### src/rtl/serpent_ks_pkg.sv
// Shared constants, FSM encoding and address helper for the Serpent subkey store.
// Optional zeroize support is selected elsewhere with SUBKEY_ZEROIZE_EN.
package serpent_ks_pkg;

  localparam int NUM_SUBKEYS = 33;
  localparam int KEY_W       = 128;
  localparam int ADDR_W      = 6;
  localparam int CNT_W       = $clog2(NUM_SUBKEYS + 1);

  typedef enum logic [1:0] {
    ST_EMPTY   = 2'd0,
    ST_LOADING = 2'd1,
    ST_READY   = 2'd2,
    ST_ZEROIZE = 2'd3
  } state_e;

  function automatic logic addr_in_range(input logic [ADDR_W-1:0] addr);
    return addr < ADDR_W'(NUM_SUBKEYS);
  endfunction

endpackage

### src/rtl/subkey_store_if.sv
// Subkey write stream plus round-controller read port of the subkey store.
// i_zeroize exists only when SUBKEY_ZEROIZE_EN is defined.
interface subkey_store_if;
  import serpent_ks_pkg::*;

  logic              i_begin;
  logic [KEY_W-1:0]  i_subkey;
  logic [ADDR_W-1:0] i_address;
  logic              i_subkey_valid;
  logic              i_rd_req;
  logic [ADDR_W-1:0] i_rd_addr;
  logic [KEY_W-1:0]  o_rd_data;
  logic              o_rd_valid;
  logic              o_keys_ready;
  logic              o_error;
`ifdef SUBKEY_ZEROIZE_EN
  logic              i_zeroize;
`endif

  modport master (
`ifdef SUBKEY_ZEROIZE_EN
    output i_zeroize,
`endif
    output i_begin, i_subkey, i_address, i_subkey_valid, i_rd_req, i_rd_addr,
    input  o_rd_data, o_rd_valid, o_keys_ready, o_error
  );

  modport slave (
`ifdef SUBKEY_ZEROIZE_EN
    input  i_zeroize,
`endif
    input  i_begin, i_subkey, i_address, i_subkey_valid, i_rd_req, i_rd_addr,
    output o_rd_data, o_rd_valid, o_keys_ready, o_error
  );

endinterface

### src/rtl/subkey_store_regfile.sv
// Subkey register file: one write port, one registered read port, no reset so it maps to block RAM.
module subkey_regfile
  import serpent_ks_pkg::*;
#(
  parameter int DEPTH = NUM_SUBKEYS,
  parameter int WIDTH = KEY_W,
  parameter int AW    = ADDR_W
) (
  input  logic             clk,
  input  logic             we,
  input  logic [AW-1:0]    waddr,
  input  logic [WIDTH-1:0] wdata,
  input  logic             re,
  input  logic [AW-1:0]    raddr,
  output logic [WIDTH-1:0] rdata
);

  logic [WIDTH-1:0] mem [DEPTH];

  always_ff @(posedge clk) begin
    if (we) begin
      mem[waddr] <= wdata;
    end
    if (re) begin
      rdata <= mem[raddr];
    end
  end

endmodule

### src/rtl/subkey_store.sv
// Captures the 33 Serpent round subkeys, tracks load completeness and protocol errors,
// and serves subkeys with 1-cycle latency. SUBKEY_ZEROIZE_EN adds the ZEROIZE wipe state.
module subkey_store
  import serpent_ks_pkg::*;
(
  input logic           i_clk,
  input logic           i_rstn,
  subkey_store_if.slave bus
);

  localparam logic [CNT_W-1:0] LAST_CNT = CNT_W'(NUM_SUBKEYS - 1);

  state_e                 state_reg, state_next;
  logic [NUM_SUBKEYS-1:0] bitmap_reg, bitmap_next;
  logic [CNT_W-1:0]       count_reg, count_next;
  logic                   error_reg, rd_valid_reg, rd_zero_reg;
  logic                   wr_in_range, rd_in_range, zeroize_req;
  logic                   clear, zero_mode, wipe, new_write, proto_err, rd_accept, last_write;
  logic                   mem_we;
  logic [ADDR_W-1:0]      mem_waddr;
  logic [KEY_W-1:0]       mem_wdata, rd_q;

  assign wr_in_range = addr_in_range(bus.i_address);
  assign rd_in_range = addr_in_range(bus.i_rd_addr);

`ifdef SUBKEY_ZEROIZE_EN
  localparam logic [ADDR_W-1:0] LAST_ADDR = ADDR_W'(NUM_SUBKEYS - 1);
  logic [ADDR_W-1:0] zcnt_reg;

  assign zeroize_req = bus.i_zeroize;

  always_ff @(posedge i_clk or negedge i_rstn) begin
    if (!i_rstn) begin
      zcnt_reg <= '0;
    end else if (zeroize_req) begin
      zcnt_reg <= '0;
    end else if (state_reg == ST_ZEROIZE) begin
      zcnt_reg <= zcnt_reg + ADDR_W'(1);
    end
  end
`else
  assign zeroize_req = 1'b0;
`endif

  always_ff @(posedge i_clk or negedge i_rstn) begin
    if (!i_rstn) begin
      state_reg <= ST_EMPTY;
    end else begin
      state_reg <= state_next;
    end
  end

  always_comb begin
    state_next = state_reg;
`ifdef SUBKEY_ZEROIZE_EN
    if (zeroize_req) begin
      state_next = ST_ZEROIZE;
    end else if (state_reg == ST_ZEROIZE) begin
      if (zcnt_reg == LAST_ADDR) begin
        state_next = ST_EMPTY;
      end
    end else
`endif
    if (bus.i_begin) begin
      state_next = ST_LOADING;
    end else if (last_write) begin
      state_next = ST_READY;
    end
  end

  // A begin or zeroize in the same cycle pre-empts any write or read decode.
  always_comb begin
    clear     = 1'b0;
    zero_mode = 1'b0;
    new_write = 1'b0;
    proto_err = 1'b0;
    rd_accept = 1'b0;
    mem_we    = 1'b0;
    mem_waddr = bus.i_address;
    mem_wdata = bus.i_subkey;
    case (state_reg)
`ifdef SUBKEY_ZEROIZE_EN
      ST_ZEROIZE: begin
        zero_mode = 1'b1;
        mem_we    = 1'b1;
        mem_waddr = zcnt_reg;
        mem_wdata = '0;
      end
`endif
      default: begin
        if (!zeroize_req) begin
          if (bus.i_begin) begin
            clear = 1'b1;
          end else begin
            if (bus.i_subkey_valid) begin
              if (state_reg != ST_LOADING || !wr_in_range) begin
                proto_err = 1'b1;
              end else begin
                mem_we = 1'b1;
                if (bitmap_reg[bus.i_address]) begin
                  proto_err = 1'b1;
                end else begin
                  new_write = 1'b1;
                end
              end
            end
            if (bus.i_rd_req && state_reg == ST_READY) begin
              rd_accept = 1'b1;
              if (!rd_in_range) begin
                proto_err = 1'b1;
              end
            end
          end
        end
      end
    endcase
  end

  assign wipe       = clear | zero_mode | zeroize_req;
  assign last_write = new_write && (count_reg == LAST_CNT);
  assign count_next = wipe ? '0 : (new_write ? count_reg + CNT_W'(1) : count_reg);

  for (genvar gi = 0; gi < NUM_SUBKEYS; gi++) begin : g_bitmap
    assign bitmap_next[gi] = !wipe &&
                             (bitmap_reg[gi] || (new_write && bus.i_address == ADDR_W'(gi)));
  end

  // rd_zero_reg selects a zero data word and holds that choice until the next accepted read.
  always_ff @(posedge i_clk or negedge i_rstn) begin
    if (!i_rstn) begin
      bitmap_reg   <= '0;
      count_reg    <= '0;
      error_reg    <= 1'b0;
      rd_valid_reg <= 1'b0;
      rd_zero_reg  <= 1'b1;
    end else begin
      bitmap_reg   <= bitmap_next;
      count_reg    <= count_next;
      error_reg    <= clear ? 1'b0 : (error_reg | proto_err);
      rd_valid_reg <= rd_accept;
      if (zero_mode) begin
        rd_zero_reg <= 1'b1;
      end else if (rd_accept) begin
        rd_zero_reg <= !rd_in_range;
      end
    end
  end

  subkey_regfile u_regfile (
    .clk   (i_clk),
    .we    (mem_we),
    .waddr (mem_waddr),
    .wdata (mem_wdata),
    .re    (rd_accept && rd_in_range),
    .raddr (bus.i_rd_addr),
    .rdata (rd_q)
  );

  assign bus.o_keys_ready = (state_reg == ST_READY);
  assign bus.o_error      = error_reg;
  assign bus.o_rd_valid   = rd_valid_reg;
  assign bus.o_rd_data    = (rd_zero_reg || zero_mode) ? '0 : rd_q;

endmodule
### src/flat_wrapper.sv
// flat-port wrapper written by rule: the top's interface ports become plain ports
module subkey_store_flat import serpent_ks_pkg::*;
  (i_clk, i_rstn, bus_i_begin, bus_i_subkey, bus_i_address, bus_i_subkey_valid, bus_i_rd_req, bus_i_rd_addr, bus_o_rd_data, bus_o_rd_valid, bus_o_keys_ready, bus_o_error);
  subkey_store_if bus_i ();
  input logic i_clk;
  input logic i_rstn;
  input wire logic [$bits(bus_i.i_begin)-1:0] bus_i_begin;
  input wire logic [$bits(bus_i.i_subkey)-1:0] bus_i_subkey;
  input wire logic [$bits(bus_i.i_address)-1:0] bus_i_address;
  input wire logic [$bits(bus_i.i_subkey_valid)-1:0] bus_i_subkey_valid;
  input wire logic [$bits(bus_i.i_rd_req)-1:0] bus_i_rd_req;
  input wire logic [$bits(bus_i.i_rd_addr)-1:0] bus_i_rd_addr;
  output wire logic [$bits(bus_i.o_rd_data)-1:0] bus_o_rd_data;
  output wire logic [$bits(bus_i.o_rd_valid)-1:0] bus_o_rd_valid;
  output wire logic [$bits(bus_i.o_keys_ready)-1:0] bus_o_keys_ready;
  output wire logic [$bits(bus_i.o_error)-1:0] bus_o_error;
  assign bus_i.i_begin = bus_i_begin;
  assign bus_i.i_subkey = bus_i_subkey;
  assign bus_i.i_address = bus_i_address;
  assign bus_i.i_subkey_valid = bus_i_subkey_valid;
  assign bus_i.i_rd_req = bus_i_rd_req;
  assign bus_i.i_rd_addr = bus_i_rd_addr;
  assign bus_o_rd_data = bus_i.o_rd_data;
  assign bus_o_rd_valid = bus_i.o_rd_valid;
  assign bus_o_keys_ready = bus_i.o_keys_ready;
  assign bus_o_error = bus_i.o_error;
  subkey_store u_core (.i_clk(i_clk), .i_rstn(i_rstn), .bus(bus_i));
endmodule
### config.mk
export PLATFORM = sky130hd
export DESIGN_NAME = subkey_store_flat
export DESIGN_NICKNAME = d
export VERILOG_FILES = /design/src/rtl/serpent_ks_pkg.sv /design/src/rtl/subkey_store_if.sv /design/src/rtl/subkey_store_regfile.sv /design/src/rtl/subkey_store.sv /design/src/flat_wrapper.sv
export SDC_FILE = /design/constraint.sdc
export NUM_CORES = 2
export LEC_CHECK = 0
export CORE_AREA = 2 2 513 515
export DETAILED_ROUTE_END_ITERATION = 10
export DIE_AREA = 0 0 515 517
export PLACE_DENSITY = 0.8
export SKIP_LAST_GASP = 1
export SYNTH_ARGS = -nofsm -noshare
export SYNTH_HDL_FRONTEND = slang
export SYNTH_HIERARCHICAL = 1
export SYNTH_MEMORY_MAX_BITS = 65536
export SYNTH_SLANG_ARGS = --single-unit
### constraint.sdc
create_clock -name i_clk -period 11.5 [get_ports i_clk]
set_input_delay 2.3 -clock i_clk [delete_from_list [all_inputs] [get_ports i_clk]]
set_output_delay 2.3 -clock i_clk [all_outputs]
set_load 0.1 [all_outputs]
==> results_dict.tcl <==
set metrics [dict create \
    clk_pin_slew_ps 60 \
    finalSetupTns_ps 0 \
    cts_made_buffers 427 \
    drive_gt1_share_pct 20.6 \
    yosys_warnings 6 \
    syn-num-nets 7885 \
    ys_types 54 \
    rsz0062_at_grt "no" \
    critPathMaxStageDelay_ps 1080 \
    clock.fmax_ghz 0.145 \
    largest_register_ffs 4224 \
    finalSetupViolCount 0 \
    ir_drop_mv 0.178 \
    syn_inst 7738 \
    core_mm2 0.261 \
    grt_pass1_wl_mm 657 \
    r2r_cells 7 \
    clock-sinks 4396 \
    via_per_inst 7.35 \
    hold_viol 0 \
    gr-usage-all-layers_pct 35.0 \
    pre_cts_slack_ps 3800 \
    synth-seq-cells 4396 \
    ios 276 \
    path_cells "clkdlybuf4s50_1, or4b_1, a211oi_1, nor2b_1, nand2_1, nor2_4, buf_4" \
    drt-total-wl_mm 461 \
    start_kind "input pin" \
    cts_tree "built" \
    n_fill_cell 13400 \
    ys.flop_type "edfxtp_1" \
    post-route-period-util_pct 59.9 \
    dr.first_iter.drc_count 14500 \
    start_util_pct 64.6 \
    cp_data_required_time_ps 12100 \
    maxCapViolCount 0 \
    leakagePower_nw 60.5 \
    cts_resized 0 \
    dp_hpwl_mm 217 \
    r2r_setup_slack_ps 6970 \
    worstPathMaxFanout 48 \
    hold_buffers 0 \
    area_delta_synth_final_pct 12.5 \
    arrival_ps 7480 \
    crit_end "u_core/u_regfile/mem[14][65]$_DFFE_PP_" \
    grt_max_degree 151 \
    synth_area_mm2 0.169 \
    cts_max_level 5 \
    postRouteAntennaNets 0 \
    power.density_mw_per_mm2 177 \
    die_h_um 517 \
    cts_root_buf "clkbuf_16" \
    drt-pass1-iter-count 8 \
    clk_latency_ps 1040 \
    die_w_um 515 \
    ys_seq_area_share_pct 78.1 \
    drc_errors 0 \
    min_path_type "register to register" \
    synthArstFlopShare_pct 1.00 \
    via_count 87900 \
    gr-total-overflow 0 \
    skew_ps 106 \
    clockBufferDepth 4 \
    end_kind "register" \
    dieArea_mm2 0.266 \
    r2r-end "u_core/u_regfile/mem[14][65]$_DFFE_PP_" \
    cts_setup_buffers 0 \
    fin_crit_ps 6880 \
    crit_type "input pin to register" \
    synth_edf_count 4352 \
    worstSetupStartpoint "bus_i_address[1]" \
    antenna_found_initial 37 \
    drv_slew 0 \
    routedWlPerCell_um 38.5 \
    fin_ws_ps 4620 \
    gp_congestion 0.818 \
    worst-slew-pin-transition_ps 1430 \
    syn_avg_cell_area_um2 21.8 \
    numPortBuffers 275 \
    grt_pass1_vias 90100 \
    relSlewSlack_pct 4.07 \
    row_count 188 \
    status "finished, final reports clean" \
    final_nets 8332 \
    timing.rr.start "u_core/state_reg[0]$_DFFE_PN0P_" \
    critPathSlowestCell "nor2_4" \
]
==> layout make-up <==
class | count | area, µm² | area share [%]
Clock buffer | 500 | 11100 | 5.83
Clock inverter | 262 | 2840 | 1.50
Tap cell | 3420 | 4280 | 2.25
Timing Repair Buffer | 443 | 4500 | 2.37
Inverter | 36 | 135 | 0.0712
Multi-Input combinational cell | 2881 | 35100 | 18.5
Antenna cell | 18 | 45.0 | 0.0237
Sequential cell | 4396 | 132000 | 69.5
==> per-stage QoR <==
step                      std cells  total power, mW  hold WS (ps)  cell area (µm²)  utilization, %
after floorplan                7738             18.9           445           169000               -
final                         12000             33.5           486           190000            72.7
after detailed placement      11200             19.6           479           176000            67.3
after global routing          11900             34.2           515           190000            72.7
after global placement        11200             19.5           463           176000            67.3
after CTS                     11900             33.6           493           190000            72.7
==> layout by cell type (no fill, tap or decap), drive strengths merged, types with 3 or more instances in the layout <==
| master | Yosys | final |
|---|---|---|
| edfxtp | 4352 | 4352 |
| nand3b | 132 | 132 |
| inv | 36 | 44 |
| clkbuf | 230 | 501 |
| o22ai | 130 | 130 |
| o211ai | 256 | 256 |
| nand4 | 5 | 5 |
| nor2 | 175 | 175 |
| o32ai | 30 | 30 |
| mux4 | 900 | 900 |
| diode | 0 | 18 |
| mux2 | 8 | 8 |
| buf | 195 | 186 |
| nor2b | 142 | 142 |
| clkinvlp | 0 | 16 |
| nand2b | 9 | 9 |
| clkdlybuf4s50 | 0 | 256 |
| nand2 | 271 | 271 |
| or3 | 4 | 4 |
| o31ai | 127 | 127 |
| dfrtp | 43 | 43 |
| and2 | 3 | 3 |
| or2 | 3 | 3 |
| bufinv | 0 | 59 |
| mux2i | 650 | 650 |
| o21ai | 3 | 3 |
| nand3 | 6 | 6 |
| clkinv | 0 | 179 |
| or3b | 3 | 3 |
==> cell families after synthesis <==
| group | Yosys count | synth area share (%) |
|---|---|---|
| mux | 1558 | 15.9 |
| fa+ha+maj | 2 | 0.0148 |
| compound gates | 558 | 2.41 |
| simple gates | 763 | 2.28 |
| buf+inv | 461 | 1.26 |
| flops | 4396 | 78.1 |
==> metal layers <==
metal / up-vias / global-route usage [%] / part of all wire (%) / wire (µm)
met5: - / 0 / 0.041 / 190
met4: 28 / 16.2 / 5.2 / 23900
met3: 1458 / 7.89 / 13 / 58900
met2: 7833 / 56.6 / 49 / 227000
met1: 45300 / 46.0 / 33 / 151000
li1: 33300 / - / - / -
==> cells in the mapped netlist, drive strengths merged (2+ instances only) <==
library cell	number	area [µm²]
mux2i	650	6510
clkbuf	230	863
nor3b	2	15.0
nand4	5	46.3
or3b	3	26.3
inv	36	135
nor2	175	657
mux2	8	93.8
a211oi	2	15.0
dfrtp	43	1080
mux4	900	20300
a21oi	2	10.0
nor3	2	10.0
nand3	6	35.0
nand2	271	1020
or2	3	18.8
a31oi	2	18.8
and3	2	17.5
o22ai	130	813
edfxtp	4352	131000
nor2b	142	888
o31ai	127	953
o41ai	2	17.5
nand3b	132	991
ha	2	25.0
buf	195	1120
o32ai	30	263
o21ai	3	18.8
and2	3	18.8
o211ai	256	1930
or3	4	25.0
nand2b	9	56.3
==> critical path: cells and delay by family <==
kind	cells	cell delay [ps]
simple gates	4	2760
buf+inv	2	1850
compound gates	1	450
==> report_power, final <==
group / switching [mW] / total [mW] / internal, mW
sequential: 0.00888 / 17.6 / 17.6
combinational: 1.08 / 1.64 / 0.563
clock: 6.05 / 14.2 / 8.18
total: 7.14 / 33.5 / 26.4
==> how the worst min path moves through the flow <==
stage,startpoint,end,slack [ps],cells after the start
6_report,u_core/bitmap_reg[26]$_DFF_PN0_,u_core/bitmap_reg[26]$_DFF_PN0_,490,2
2_1_floorplan,u_core/bitmap_reg[26]$_DFF_PN0_,u_core/bitmap_reg[26]$_DFF_PN0_,450,2
3_5_place_dp,u_core/bitmap_reg[26]$_DFF_PN0_,u_core/bitmap_reg[26]$_DFF_PN0_,480,2
4_1_cts,u_core/bitmap_reg[26]$_DFF_PN0_,u_core/bitmap_reg[26]$_DFF_PN0_,490,2
3_3_place_gp,u_core/bitmap_reg[26]$_DFF_PN0_,u_core/bitmap_reg[26]$_DFF_PN0_,460,2
5_1_grt,u_core/bitmap_reg[26]$_DFF_PN0_,u_core/bitmap_reg[26]$_DFF_PN0_,520,2
No activity file was read; power rests on OpenSTA's default activity.
